===== src/rtl/sign_pkg.sv =====
// Shared sign-class encodings for the sign classifier, its checkers and
// the run tracker. Class is {negative_flag, positive_flag}.
package sign_pkg;

  localparam logic [1:0] CLS_ZERO    = 2'b00;
  localparam logic [1:0] CLS_POS     = 2'b01;
  localparam logic [1:0] CLS_NEG     = 2'b10;
  localparam logic [1:0] CLS_ILLEGAL = 2'b11;

  localparam int CAND_W = 4;

endpackage


===== src/rtl/sat_counter.sv =====
// Saturating up-counter with synchronous load and clear.
// Ports: clk, rst_n, inc, load, load_val, clr -> cnt (load > clr > inc).
module sat_counter #(
  parameter int W = 8
) (
  input  logic         clk,
  input  logic         rst_n,
  input  logic         inc,
  input  logic         load,
  input  logic [W-1:0] load_val,
  input  logic         clr,
  output logic [W-1:0] cnt
);

  logic [W-1:0] cnt_q;
  logic [W-1:0] cnt_d;

  always_comb begin
    cnt_d = cnt_q;
    if (load) begin
      cnt_d = load_val;
    end else if (clr) begin
      cnt_d = '0;
    end else if (inc && (cnt_q != '1)) begin
      cnt_d = cnt_q + 1'b1;
    end
  end

  always_ff @(posedge clk or negedge rst_n) begin
    if (!rst_n) begin
      cnt_q <= '0;
    end else begin
      cnt_q <= cnt_d;
    end
  end

  assign cnt = cnt_q;

endmodule


===== src/rtl/sign_run_tracker.sv =====
// Debounces the classifier sign pair, tracks run length, flags both-high.
// Ports: clk, rst_n, valid_in, pos/neg_flag_in, err_clr -> sign_state,
//        sign_change, run_len, mutex_err, err_cnt (all registered).
module sign_run_tracker
  import sign_pkg::*;
#(
  parameter int DEBOUNCE = 3,
  parameter int CNT_W    = 8,
  parameter int ERR_W    = 4
) (
  input  logic             clk,
  input  logic             rst_n,
  input  logic             valid_in,
  input  logic             pos_flag_in,
  input  logic             neg_flag_in,
  input  logic             err_clr,
  output logic [1:0]       sign_state,
  output logic             sign_change,
  output logic [CNT_W-1:0] run_len,
  output logic             mutex_err,
  output logic [ERR_W-1:0] err_cnt
);

  localparam int RUN_MAX = (1 << CNT_W) - 1;
  localparam logic [CNT_W-1:0] RUN_LOAD =
    CNT_W'((DEBOUNCE > RUN_MAX) ? RUN_MAX : DEBOUNCE);
  localparam logic [CAND_W-1:0] DEB = CAND_W'(DEBOUNCE);

  logic [1:0]        cls;
  logic              illegal;
  logic              same;
  logic              diff;
  logic              cand_hit;
  logic              commit;
  logic [CAND_W-1:0] cand_cnt;
  logic [CAND_W-1:0] cand_next;

  logic [1:0] sign_state_q, sign_state_d;
  logic       sign_change_q, sign_change_d;
  logic       mutex_err_q, mutex_err_d;
  logic [1:0] cand_q, cand_d;

  assign cls      = {neg_flag_in, pos_flag_in};
  assign illegal  = valid_in && (cls == CLS_ILLEGAL);
  assign same     = valid_in && !illegal && (cls == sign_state_q);
  assign diff     = valid_in && !illegal && !same;
  assign cand_hit = (cls == cand_q);

  // Progress the candidate would reach with this sample.
  assign cand_next = cand_hit ? cand_cnt + 1'b1 : CAND_W'(1);
  assign commit    = diff && (cand_next == DEB);

  always_comb begin
    sign_state_d  = sign_state_q;
    sign_change_d = 1'b0;
    cand_d        = cand_q;
    mutex_err_d   = mutex_err_q;
    if (diff) begin
      cand_d = cls;
    end
    if (commit) begin
      sign_state_d  = cls;
      sign_change_d = 1'b1;
    end
    // Setting the sticky flag beats a same-cycle clear.
    if (illegal) begin
      mutex_err_d = 1'b1;
    end else if (err_clr) begin
      mutex_err_d = 1'b0;
    end
  end

  always_ff @(posedge clk or negedge rst_n) begin
    if (!rst_n) begin
      sign_state_q  <= CLS_ZERO;
      sign_change_q <= 1'b0;
      mutex_err_q   <= 1'b0;
      cand_q        <= CLS_ZERO;
    end else begin
      sign_state_q  <= sign_state_d;
      sign_change_q <= sign_change_d;
      mutex_err_q   <= mutex_err_d;
      cand_q        <= cand_d;
    end
  end

  sat_counter #(.W(CAND_W)) u_cand_cnt (
    .clk      (clk),
    .rst_n    (rst_n),
    .inc      (diff && cand_hit && !commit),
    .load     (diff && !cand_hit && !commit),
    .load_val (CAND_W'(1)),
    .clr      (illegal || same || commit),
    .cnt      (cand_cnt)
  );

  sat_counter #(.W(CNT_W)) u_run_len (
    .clk      (clk),
    .rst_n    (rst_n),
    .inc      (same),
    .load     (commit),
    .load_val (RUN_LOAD),
    .clr      (1'b0),
    .cnt      (run_len)
  );

  sat_counter #(.W(ERR_W)) u_err_cnt (
    .clk      (clk),
    .rst_n    (rst_n),
    .inc      (illegal),
    .load     (illegal && err_clr),
    .load_val (ERR_W'(1)),
    .clr      (err_clr),
    .cnt      (err_cnt)
  );

  assign sign_state  = sign_state_q;
  assign sign_change = sign_change_q;
  assign mutex_err   = mutex_err_q;

endmodule

===== config.mk =====
export PLATFORM = sky130hd
export DESIGN_NAME = sign_run_tracker
export DESIGN_NICKNAME = d
export VERILOG_FILES = /design/src/rtl/sign_pkg.sv /design/src/rtl/sat_counter.sv /design/src/rtl/sign_run_tracker.sv
export SDC_FILE = /design/constraint.sdc
export NUM_CORES = 1
export LEC_CHECK = 0
export ABC_AREA = 1
export ABC_CLOCK_PERIOD_IN_PS = 4200
export BUFFER_PORTS_ARGS = -buffer_cell sky130_fd_sc_hd__buf_4
export CORE_AREA = 2 2 51 53
export DETAILED_ROUTE_END_ITERATION = 8
export DIE_AREA = 0 0 53 55
export PLACE_DENSITY_LB_ADDON = 0.1
export SYNTH_ARGS = -nofsm -noshare
export SYNTH_HDL_FRONTEND = slang
export SYNTH_SLANG_ARGS = --single-unit

===== constraint.sdc =====
create_clock -name clk -period 4.2 [get_ports clk]
set_input_delay 0.21 -clock clk [delete_from_list [all_inputs] [get_ports clk]]
set_output_delay 0.21 -clock clk [all_outputs]
set_load 0.01 [all_outputs]

==> flow_summary.toml <==
[outcome]
status = "finished, final reports clean"

[pwr]
p_per_area_mw_per_mm2 = 495
ir_drop_mv = 0.337
p_leak_uw = 0.000869
p_total_uw = 789

[worst_setup_path]
cp-end-kind = "register"
cp.required_ns = 4.40
slowest_stage = "dfrtp_1"
critPathMostFrequentCell = "nand2_1"
path_class = "reg -> reg"
cp_max_fo = 7
critical-path-max-stage-delay_ns = 0.44
crit_chain = "ha_1 -> inv_1 -> nand2_1 -> a21oi_2 -> nand2_1 -> inv_1 -> nand2_4 -> nand2_2 -> nor2_2 -> nand2_1 -> nand2_1"
cp.arrival_ns = 1.86
cp-start-kind = "register"

[cells_and_area]
diodes = 0
nets = 211
drive_gt1_share_pct = 21.9
area_delta_synth_final_pct = 18.6
final_area_mm2 = 0.00159

[global_routing]
antenna_found_initial = 0
grt_pass1_vias = 993
grt_max_degree = 23
grt_overflow_total = 0
grt_pass1_wl_um = 4110
grt_util_all_layers_pct = 18.7

[cts]
htreeDepth = 1
clk_path_buf_depth = 2
clock_latency_ns = 0.31
cts_root_buf = "clkbuf_4"
cts.reportedPaths.clkPinSlew_ns = 0.13
postCtsResizedCells = 0
tritoncts = "yes"
numCtsBuffers = 3
cts_sinks = 22

[drt]
wl_per_cell_um = 11.0
drt.antenna.violating_nets = 0
drc = 0
avgViaCountPerCell = 5.00
wl_um = 2550
via_count = 1155
drt-initial-drc-count = 13
first_pass_iters = 4

[sta]
fin_crit_sh_pct = 39.5
clock.fmax_ghz = 0.603
tightest_slew_ns = 0.301
slew_headroom_pct = 79.9
fin_skew_ns = 0.0127
rsz0062_at_grt = "no"
slew_violations = 0
fin_setup_tns_ns = 0
period_needed_ns = 1.66
hold_violations = 0
setup_viol_count_final = 0
whs_ns = 0.211

[worst_hold_path]
min_path_type = "in -> reg"

[die]
fp.coreArea_mm2 = 0.00236
die_w_um = 53
io_pins = 22
dieArea_mm2 = 0.00292
start_util_pct = 56.8
fp-row-count = 18
die_y_um = 55

[run]
maxCapViolations = 0

[logic_synthesis]
synth_edf_count = 0
yosysSeqAreaShare_pct = 41.0
synth.largest_area_cell = "dfrtp_1"
syn_nets = 185
netlist_area_mm2 = 0.00134
synth_top_area_share_pct = 41.0
avgSynthCellArea_um2 = 7.63
async_flop_share_pct = 100
syn_inst = 176
ys_warn_count = 0
synth_flop_cell = "dfrtp_1"
synth.area.top_cells = "dfrtp_1 (41%), nand2_1 (16%), nand3_1 (6.7%)"
yosysUniqueCellTypes = 29
ys_seq_elements = 22

[placement]
gp_congestion = 0.891
port_buffers = 21
dpl_cell_area_mm2 = 0.00153
hpwl_um = 1940
==> power by group <==
part	total, uW	internal, uW	switching, uW
combinational	312	126	186
clock	162	96.4	66.1
sequential	314	261	52.8
==> area by class of cell <==
class	count	area [um^2]
clock buffers	3	22.5
clock inverters	1	30.0
fillers	207	772
inverters	24	95.1
multi-input cells	129	689
flip-flops and latches	22	551
well taps	30	37.5
repair buffers	22	168
==> sequential cells by signal, summed over array words and instances, names as in the netlist <==
name            count
u_run_len.cnt       8
u_cand_cnt.cnt      4
u_err_cnt.cnt       4
cand_q              2
sign_state          2
mutex_err           1
sign_change         1
==> cells in the final DEF (no fill, tap or decap), types with 6 or more instances in the layout <==
master / n
nor2_1: 12
inv_1: 18
a21oi_1: 6
nand3_1: 18
nand2_1: 57
dfrtp_1: 22
buf_4: 21
==> metrics by stage <==
stage                     instances  utilization (%)  setup slack [ns]
final                           231             67.4              2.54
after global routing            231             67.4              2.38
after CTS                       231             67.4              2.54
after global placement          226             64.7              2.62
after detailed placement        226             64.7              2.56
after floorplan                 176                -              2.69
==> cells in the mapped netlist, types with 2 or more instances <==
library cell and count:
inv_1 18, inv_2 4, inv_4 2, nand3_1 18
xor2_1 4, ha_1 3, a21oi_1 6, a21oi_2 2
nor2_1 12, nand2_4 2, nand4_1 2, dfrtp_1 22
nor2_2 2, o21ai_0 4, nand2_1 57, nor3_1 2
nand3b_1 4
==> what timing repair did <==
action,in CTS,in global routing
hold buffers,1,0
setup buffers,0,0
hold endpoints to repair,22,0
setup endpoints to repair,0,0
==> worst max-delay path: cells and delay by family (launching register included) <==
kind,cells,cell delay [ns]
AOI/OAI and AO/OA,1,0.22
adders and majority gates,1,0.24
buffers and inverters,2,0.17
DFF,1,0.44
and+or+nand+nor,7,0.50
==> cells by family after synthesis <==
| kind of cell | count (synthesis) | synth area share, % |
|---|---|---|
| AOI/OAI and AO/OA | 16 | 7.74 |
| xor gates and xnor gates | 5 | 3.26 |
| adders and majority gates | 3 | 2.80 |
| and+or+nand+nor | 105 | 37.6 |
| buffers and inverters | 25 | 7.64 |
| DFF | 22 | 41.0 |
==> path summary, 6_finish.rpt <==
check                                               from                            end  slack, ns  depth (start not counted)
max                        u_cand_cnt.cnt[0]$_DFFE_PN0P_  u_cand_cnt.cnt[0]$_DFFE_PN0P_       2.54                         11
min                                              err_clr   u_err_cnt.cnt[3]$_DFFE_PN0P_       0.21                          4
max reg2reg                u_cand_cnt.cnt[0]$_DFFE_PN0P_  u_cand_cnt.cnt[0]$_DFFE_PN0P_       2.54                         11
min reg2reg                        mutex_err$_DFFE_PN0P_          mutex_err$_DFFE_PN0P_       0.52                          2
max in group asynchronous                          rst_n  u_cand_cnt.cnt[0]$_DFFE_PN0P_       3.66                          2
min in group asynchronous                          rst_n   u_run_len.cnt[7]$_DFFE_PN0P_       0.31                          2
==> per-layer routing <==
layer / vias to the layer above / track usage (%) / wire, um
li1: 613 / - / -
met1: 526 / 24.4 / 1230
met2: 16 / 32.1 / 1240
met3: 0 / 2.69 / 81
met4: 0 / 5.98 / 0
met5: - / 0 / 0
Note: power is estimated with default switching activity, not from simulation.
